==> src/rtl/axi_tdd_ng_counter.sv <==
// TDD timing master: arm on enable, wait for sync, optional startup delay, then frame bursts.
// Optional AXI_TDD_NG_SYNC_RESTART_EN lets sync restart the sequence while RUNNING.
package axi_tdd_ng_pkg;
  typedef enum logic [1:0] {
    IDLE    = 2'd0,
    ARMED   = 2'd1,
    WAITING = 2'd2,
    RUNNING = 2'd3
  } state_t;
endpackage

module axi_tdd_ng_counter
  import axi_tdd_ng_pkg::*;
#(
  parameter int REGISTER_WIDTH = 32,
  parameter int BURST_WIDTH    = 32
) (
  input  logic                      clk,
  input  logic                      rst,
  input  logic                      enable,
  input  logic                      sync,
  input  logic [REGISTER_WIDTH-1:0] startup_delay,
  input  logic [REGISTER_WIDTH-1:0] frame_length,
  input  logic [BURST_WIDTH-1:0]    burst_count,
  output logic [REGISTER_WIDTH-1:0] tdd_counter,
  output state_t                    tdd_cstate,
  output logic                      tdd_enable,
  output logic                      tdd_endof_frame,
  output logic                      burst_done
);

  localparam logic [REGISTER_WIDTH-1:0] CNT_ONE   = REGISTER_WIDTH'(1);
  localparam logic [BURST_WIDTH-1:0]    FRAME_ONE = BURST_WIDTH'(1);

  state_t                    state_q, state_d;
  logic [REGISTER_WIDTH-1:0] counter_q, counter_d;
  logic                      eof_q, eof_d;
  logic                      ten_q, ten_d;
  logic                      done_q, done_d;
  logic [REGISTER_WIDTH-1:0] delay_q, delay_d;
  logic [REGISTER_WIDTH-1:0] flen_q, flen_d;
  logic [BURST_WIDTH-1:0]    burst_q, burst_d;
  logic [BURST_WIDTH-1:0]    frames_q, frames_d;
  // stop_q marks the extra end-of-frame cycle issued after a disable.
  logic                      stop_q, stop_d;
  logic [BURST_WIDTH-1:0]    frames_inc;
  logic                      frames_remain;
`ifdef AXI_TDD_NG_SYNC_RESTART_EN
  logic                      restart_q, restart_d;
`endif

  always_comb begin
    state_d       = state_q;
    counter_d     = counter_q;
    delay_d       = delay_q;
    flen_d        = flen_q;
    burst_d       = burst_q;
    frames_d      = frames_q;
    done_d        = 1'b0;
    stop_d        = 1'b0;
    frames_inc    = frames_q + FRAME_ONE;
    frames_remain = (burst_q == '0) || (frames_inc < burst_q);
`ifdef AXI_TDD_NG_SYNC_RESTART_EN
    restart_d     = 1'b0;
`endif

    case (state_q)
      IDLE: begin
        counter_d = '0;
        if (enable) begin
          state_d = ARMED;
          delay_d = startup_delay;
          flen_d  = frame_length;
          burst_d = burst_count;
        end
      end

      ARMED: begin
        counter_d = '0;
        frames_d  = '0;
        if (!enable) begin
          state_d = IDLE;
        end else if (sync) begin
          state_d = (delay_q != '0) ? WAITING : RUNNING;
        end
      end

      WAITING: begin
        if (!enable) begin
          state_d   = IDLE;
          counter_d = '0;
        end else if (counter_q == delay_q - CNT_ONE) begin
          state_d   = RUNNING;
          counter_d = '0;
        end else begin
          counter_d = counter_q + CNT_ONE;
        end
      end

      RUNNING: begin
        if (stop_q) begin
          state_d   = IDLE;
          counter_d = '0;
`ifdef AXI_TDD_NG_SYNC_RESTART_EN
        end else if (restart_q) begin
          counter_d = '0;
          frames_d  = '0;
          if (!enable) begin
            state_d = IDLE;
          end else begin
            state_d = (delay_q != '0) ? WAITING : RUNNING;
          end
`endif
        end else if (!enable) begin
          // A strobe already on the bus doubles as the idle-polarity strobe.
          if (eof_q) begin
            state_d   = IDLE;
            counter_d = '0;
          end else begin
            stop_d = 1'b1;
          end
        end else if (eof_q && !frames_remain) begin
          state_d   = ARMED;
          counter_d = '0;
          frames_d  = '0;
          done_d    = 1'b1;
`ifdef AXI_TDD_NG_SYNC_RESTART_EN
        end else if (sync) begin
          restart_d = 1'b1;
`endif
        end else if (eof_q) begin
          counter_d = '0;
          frames_d  = frames_inc;
        end else begin
          counter_d = counter_q + CNT_ONE;
        end
      end

      default: begin
        state_d   = IDLE;
        counter_d = '0;
      end
    endcase

    eof_d = (state_d == RUNNING) && ((counter_d == flen_q) || stop_d
`ifdef AXI_TDD_NG_SYNC_RESTART_EN
            || restart_d
`endif
            );
    ten_d = (state_d != IDLE);
  end

  always_ff @(posedge clk) begin
    if (rst) begin
      state_q   <= IDLE;
      counter_q <= '0;
      eof_q     <= 1'b0;
      ten_q     <= 1'b0;
      done_q    <= 1'b0;
      delay_q   <= '0;
      flen_q    <= '0;
      burst_q   <= '0;
      frames_q  <= '0;
      stop_q    <= 1'b0;
`ifdef AXI_TDD_NG_SYNC_RESTART_EN
      restart_q <= 1'b0;
`endif
    end else begin
      state_q   <= state_d;
      counter_q <= counter_d;
      eof_q     <= eof_d;
      ten_q     <= ten_d;
      done_q    <= done_d;
      delay_q   <= delay_d;
      flen_q    <= flen_d;
      burst_q   <= burst_d;
      frames_q  <= frames_d;
      stop_q    <= stop_d;
`ifdef AXI_TDD_NG_SYNC_RESTART_EN
      restart_q <= restart_d;
`endif
    end
  end

  assign tdd_counter     = counter_q;
  assign tdd_cstate      = state_q;
  assign tdd_enable      = ten_q;
  assign tdd_endof_frame = eof_q;
  assign burst_done      = done_q;

endmodule

==> config.mk <==
export PLATFORM = sky130hd
export DESIGN_NAME = axi_tdd_ng_counter
export DESIGN_NICKNAME = d
export VERILOG_FILES = /design/src/rtl/axi_tdd_ng_counter.sv
export SDC_FILE = /design/constraint.sdc
export NUM_CORES = 1
export LEC_CHECK = 0
export CAP_MARGIN = 20
export CORE_MARGIN = 2
export CORE_UTILIZATION = 35
export CTS_CLUSTER_DIAMETER = 200
export DETAILED_ROUTE_END_ITERATION = 10
export PLACE_DENSITY = 0.58
export SYNTH_ARGS = -nofsm -noshare
export SYNTH_HDL_FRONTEND = slang
export SYNTH_SLANG_ARGS = --single-unit
==> constraint.sdc <==
create_clock -name clk -period 8.9 [get_ports clk]
set_input_delay 1.78 -clock clk [delete_from_list [all_inputs] [get_ports clk]]
set_output_delay 1.78 -clock clk [all_outputs]
set_load 0.01 [all_outputs]
# == Word level (Yosys, flattened, before mapping) ==
# Cells that the tools add are included.
# totals
register_bits,166
input_bits,100
out_inout_bits,37
# classes
addsub,3
order_cmp,1
eq_ne,9
mux,29
n_bitwise,2
reduce_logical,14
# op_table
cell,n
32-bit two-way mux,11
32-bit case mux with 3 select lines,1
32-bit by 1-bit adder with 32-bit output (second input constant),2
32-bit equality test,2
32-bit case mux with 2 select lines,1
32-bit zero test,1
32-bit < comparator,1
32-bit nonzero test,1
32-bit by 1-bit subtractor with 32-bit output (second input constant),1
2-bit two-way mux,9
2-bit case mux with 4 select lines,1
2-bit equality test (second input constant),3
1-bit two-way mux,6
2-bit != test (second input constant),2
4-bit AND reduction,1
2-bit nonzero test,2
4-bit OR reduction,1
3-bit != test (second input constant),1
2-bit by 1-bit equality test with 1-bit output (second input constant),1
1-bit logical AND,2
2-bit zero test,1
1-bit logical OR,2
1-bit inverter,2
2-bit AND reduction,1
2 further kinds,2

# == Logic depth before layout (Yosys ltp) ==
# depth
ltp_word,12
ltp_mapped,23
ltp_nobuf,21

# == Worst setup path before layout ==
# OpenSTA, ideal clock, no wires.
# synth_timing
kind,register to register
start,reg frames_q[2]
end,reg frames_q[29]
setup_ps,70
arrival_ps,4314
t_required_ps,8830
setup_slack_ps,4515
path_stages_with_launch,20
synth_period_minus_slack_ps,4385
path_cell_list,dfxtp_1 > and3_1 > and3_1 > and3_1 > clkbuf_1 > nor2b_1 > nand2_1 > nor4_1 > xor2_1 > ha_1 > a21o_1 > a21o_1 > a21oi_1 > o21ai_0 > a21oi_1 > a21oi_1 > nor4_1 > clkbuf_1 > nand3b_1 > a21oi_1
# synth_via
elab_chain_cells,9
word_cells_on_any_way,12
classes_between,add/sub (1); order compare (1); eq/ne (1); mux (5); reduce/logical (4)
# synth_lines
element,line_no,text
from (decl),43,"logic [BURST_WIDTH-1:0] frames_q, frames_d;"
from (signal assigned),177,frames_q <= frames_d;
32-bit by 1-bit adder with 32-bit output *,61,frames_inc = frames_q + FRAME_ONE;
32-bit < comparator,62,frames_remain = (burst_q == '0) || (frames_inc < burst_q);
1-bit logical OR,62,
1-bit zero test,122,end else if (eof_q && !frames_remain) begin
1-bit logical AND,122,
32-bit two-way mux,122,
32-bit two-way mux,114,end else if (!enable) begin
32-bit two-way mux,101,if (stop_q) begin
32-bit case mux with 2 select lines,67,case (state_q)
# Mark *: on every way between the ends. The rest lies on a longest branch, timed or not. The select of a mux whose other input is x is not followed.
# A chain may end at the register's enable or synchronous reset.

# == Worst setup path after layout ==
# layout_timing
start,in enable
end,reg eof_q (netlist: tdd_endof_frame)
# layout_via
elab_chain_cells,6
word_cells_on_any_way,17
classes_between,eq/ne (2); mux (13); reduce/logical (2)
# layout_lines
element,line_no,text
from (decl),20,"input logic enable,"
32-bit two-way mux,114,
32-bit two-way mux,101,
32-bit case mux with 3 select lines,67,
32-bit equality test,145,eof_d = (state_d == RUNNING) && ((counter_d == flen_q) || stop_d
1-bit logical OR,145,
1-bit logical AND *,145,
to (signal assigned),171,eof_q <= eof_d;
to (decl),37,"logic eof_q, eof_d;"
# Mark *: on every way between the ends. The rest lies on a longest branch, timed or not.

==> metrics <==
status=completed; 1st-iter DRT viols=1185; Top Ports=137; setup bufs post-CTS=0; Crit Path Class=in -> reg; final setup fails=0; fmax=177 MHz; Crit. Startpoint=enable; crit end category=flop; Reg2Reg Depth=19; Clock power frac=40.1%; final wirelength=41.4 mm; Min Hold Slack=473 ps; TritonCTS clock tree=done; H-tree levels=4; Post-CTS Resized=0; setup TNS=0 ps; Critical Path RT=9280 ps; Post-DP HPWL=30.4 mm; Clk Latency, worst-skew pair=450 ps; core footprint=31500 um2; Net Count, Synth=1667; HP Class=reg -> reg; min cycle time layout=5650 ps; FILL cells=3279; Comb power frac=16.4%; number of global-route vias before repair=11095; Total GRT Usage=24.6%; clk root buf=clkbuf_16; Rel. slew slack=25.6%; distinct cell type count of the synthesized netlist=82; CP endpoint=tdd_endof_frame; RePlAce Congestion=0.974; Yosys reg bits=166; Mapped Area=11200 um2; Hold Path Cell Cnt=2; most common cell after layout, fill and taps aside=nand2_1; Final Skew=16.6 ps; first-pass GRT wire length=63.4 mm; CTS Hold Bufs=0; Non-Filler Instances=2006; # rows=65; number of port buffers=136; vias=11732; Cells after Synth=1532; # clock sinks=166; initial antenna violation count=0; die area=33400 um2; Layout area overhead=19.0%; placed insts=1973; setup ws final=3250 ps; RSZ-0062 raised after global routing=no; pwr dens=141 nW/um2; reg2reg setup slack=3600 ps; Slew @ Worst Pin=1110 ps; Max rail drop VDD=139 uV; Clock Path Buffers=2; main area contributors after synthesis=dfxtp_1 30%, nand2_1 8.6%, a21oi_1 7.3%; internal power=1280 uW; share of layout cells above drive strength 1=5.17%; dominant cell type by area after synthesis=dfxtp_1; Initial Util=35.5%; clock-pin transition on the worst setup and hold timing paths=80 ps; FF-to-FF End=frames_q[29]; largest net degree at the start of global routing=97; DIE WIDTH=183 um; Final #Nets=1726; gr ovfl total=0; number of synthesized flops with an enable pin=0; Num CTS Buffers=17; Yosys Warn Count=0; Routed Antenna Nets=0; R2R Path Start=frames_q[0]; Seq/Total Area, Yosys=29.7%; Net Sw Frac=31.6%; Final Cycle Share=63.5%; commonest cells after routing, fill and taps aside=255 x nand2_1, 166 x dfxtp_1, 164 x a21oi_1; routed vias/inst=5.85; ANT cells=0; Net Sw Power=591 uW; startpoint types=input pin; Flop pwr share=43.5%; asr flop ratio synth=0%; Hold Vio Cnt, Final=0; DRC viols=0; Max Cap Viol=0; iteration count of the initial detailed-routing pass=6; Mean Syn Cell Area=7.30 um2; routed len/inst=20.6 um; Die Y=183 um; leakage power=0.00470 uW; Critical Path AT=6020 ps; Yosys top cell area share=29.7%; pre-CTS setup slack=2910 ps; Slew Viols, Final=0; Main synth FF type=dfxtp_1; maximum fanout along the worst path=32
## how the worst min path moves through the flow
| stage | from | to | slack [ps] |
|---|---|---|---|
| 6_report | burst_q[26] | burst_q[26] | 470 |
| 4_1_cts | burst_q[26] | burst_q[26] | 470 |
| 5_1_grt | burst_q[30] | burst_q[30] | 500 |
| 3_5_place_dp | burst_q[26] | burst_q[26] | 460 |
| 3_3_place_gp | burst_q[3] | burst_q[3] | 460 |
| 2_1_floorplan | flen_q[12] | flen_q[12] | 440 |
## stage by stage
| stage | power, uW | util, % | area (um2) |
|---|---|---|---|
| 4_1_cts | 1890 | 42.2 | 13300 |
| 6_report | 1870 | 42.3 | 13300 |
| 2_1_floorplan | 1020 | - | 11200 |
| 3_5_place_dp | 1140 | 40.3 | 12700 |
| 5_1_grt | 1960 | 42.3 | 13300 |
| 3_3_place_gp | 1130 | 40.3 | 12700 |
## worst max-delay path, cell delays in order
cell and delay (ps):
clkdlybuf4s50_1 470, buf_4 350, nand3b_1 360, and2_1 490, a32o_1 320, or4_1 490, nor4_1 320, and4b_1 230
nand4_1 90, or3_1 390, nor4_1 350, o2111ai_1 200, o22ai_2 160
## cells in the mapped netlist, types with 6 or more instances
cell type,number
dfxtp_1,166
xnor2_1,46
nand3b_1,11
a2111oi_0,7
o22ai_1,8
and3_1,24
nand2b_1,16
or3_1,20
o211ai_1,14
a31oi_1,14
a21o_1,20
nor2_1,118
buf_1,8
xor2_1,31
nor2b_1,10
nand2_1,255
o21ai_0,57
mux2i_1,7
nor3_1,37
and4_1,7
nor4_1,39
clkbuf_1,92
nand3_1,50
a22oi_1,25
or4_1,9
ha_1,35
nand4_1,32
a311oi_1,8
a21oi_1,164
o31a_1,10
inv_1,63
a211oi_1,6
o31ai_1,7
## per-layer routing
metal | vias up | track usage (%) | part of all wire, %
met4 | 0 | 10.2 | 3.8
met2 | 445 | 40.7 | 47
met1 | 5559 | 31.5 | 43
li1 | 5631 | - | -
met3 | 97 | 4.19 | 6.5
met5 | - | 0 | 0
## power by group through the flow
| stage | logic [uW] | clock network [uW] | registers (uW) |
|---|---|---|---|
| 6_report | 306 | 751 | 815 |
| 5_1_grt | 338 | 798 | 819 |
| 4_1_cts | 306 | 770 | 814 |
| 3_5_place_dp | 304 | 0 | 832 |
| 3_3_place_gp | 302 | 0 | 831 |
| 2_1_floorplan | 214 | 0 | 806 |
## flip-flops by register name (all words and copies together) (netlist names)
name	count
flen_q	32
tdd_enable	1
tdd_cstate	2
burst_done	1
tdd_counter	32
frames_q	32
delay_q	32
stop_q	1
burst_q	32
tdd_endof_frame	1
## cells by family (layout without fill, tap and decap cells)
group,Yosys count,in the layout,synth area share [%]
DFF,166,166,29.7
AOI/OAI and AO/OA,399,399,22.8
muxes,7,7,0.627
adders and majority gates,35,35,3.92
xor gates and xnor gates,78,78,6.23
and+or+nand+nor,673,673,30.4
buffers and inverters,174,246,6.27
## final cells by class
cell class | instances | area (um2) | area share [%]
clock buffers | 17 | 425 | 3.20
clock inverters | 15 | 158 | 1.19
inverters | 63 | 236 | 1.78
multi-input cells | 1192 | 7180 | 54.0
flip-flops and latches | 166 | 3320 | 25.0
well taps | 402 | 503 | 3.78
repair buffers | 151 | 1480 | 11.1
Note: power is estimated with default switching activity, not from simulation.
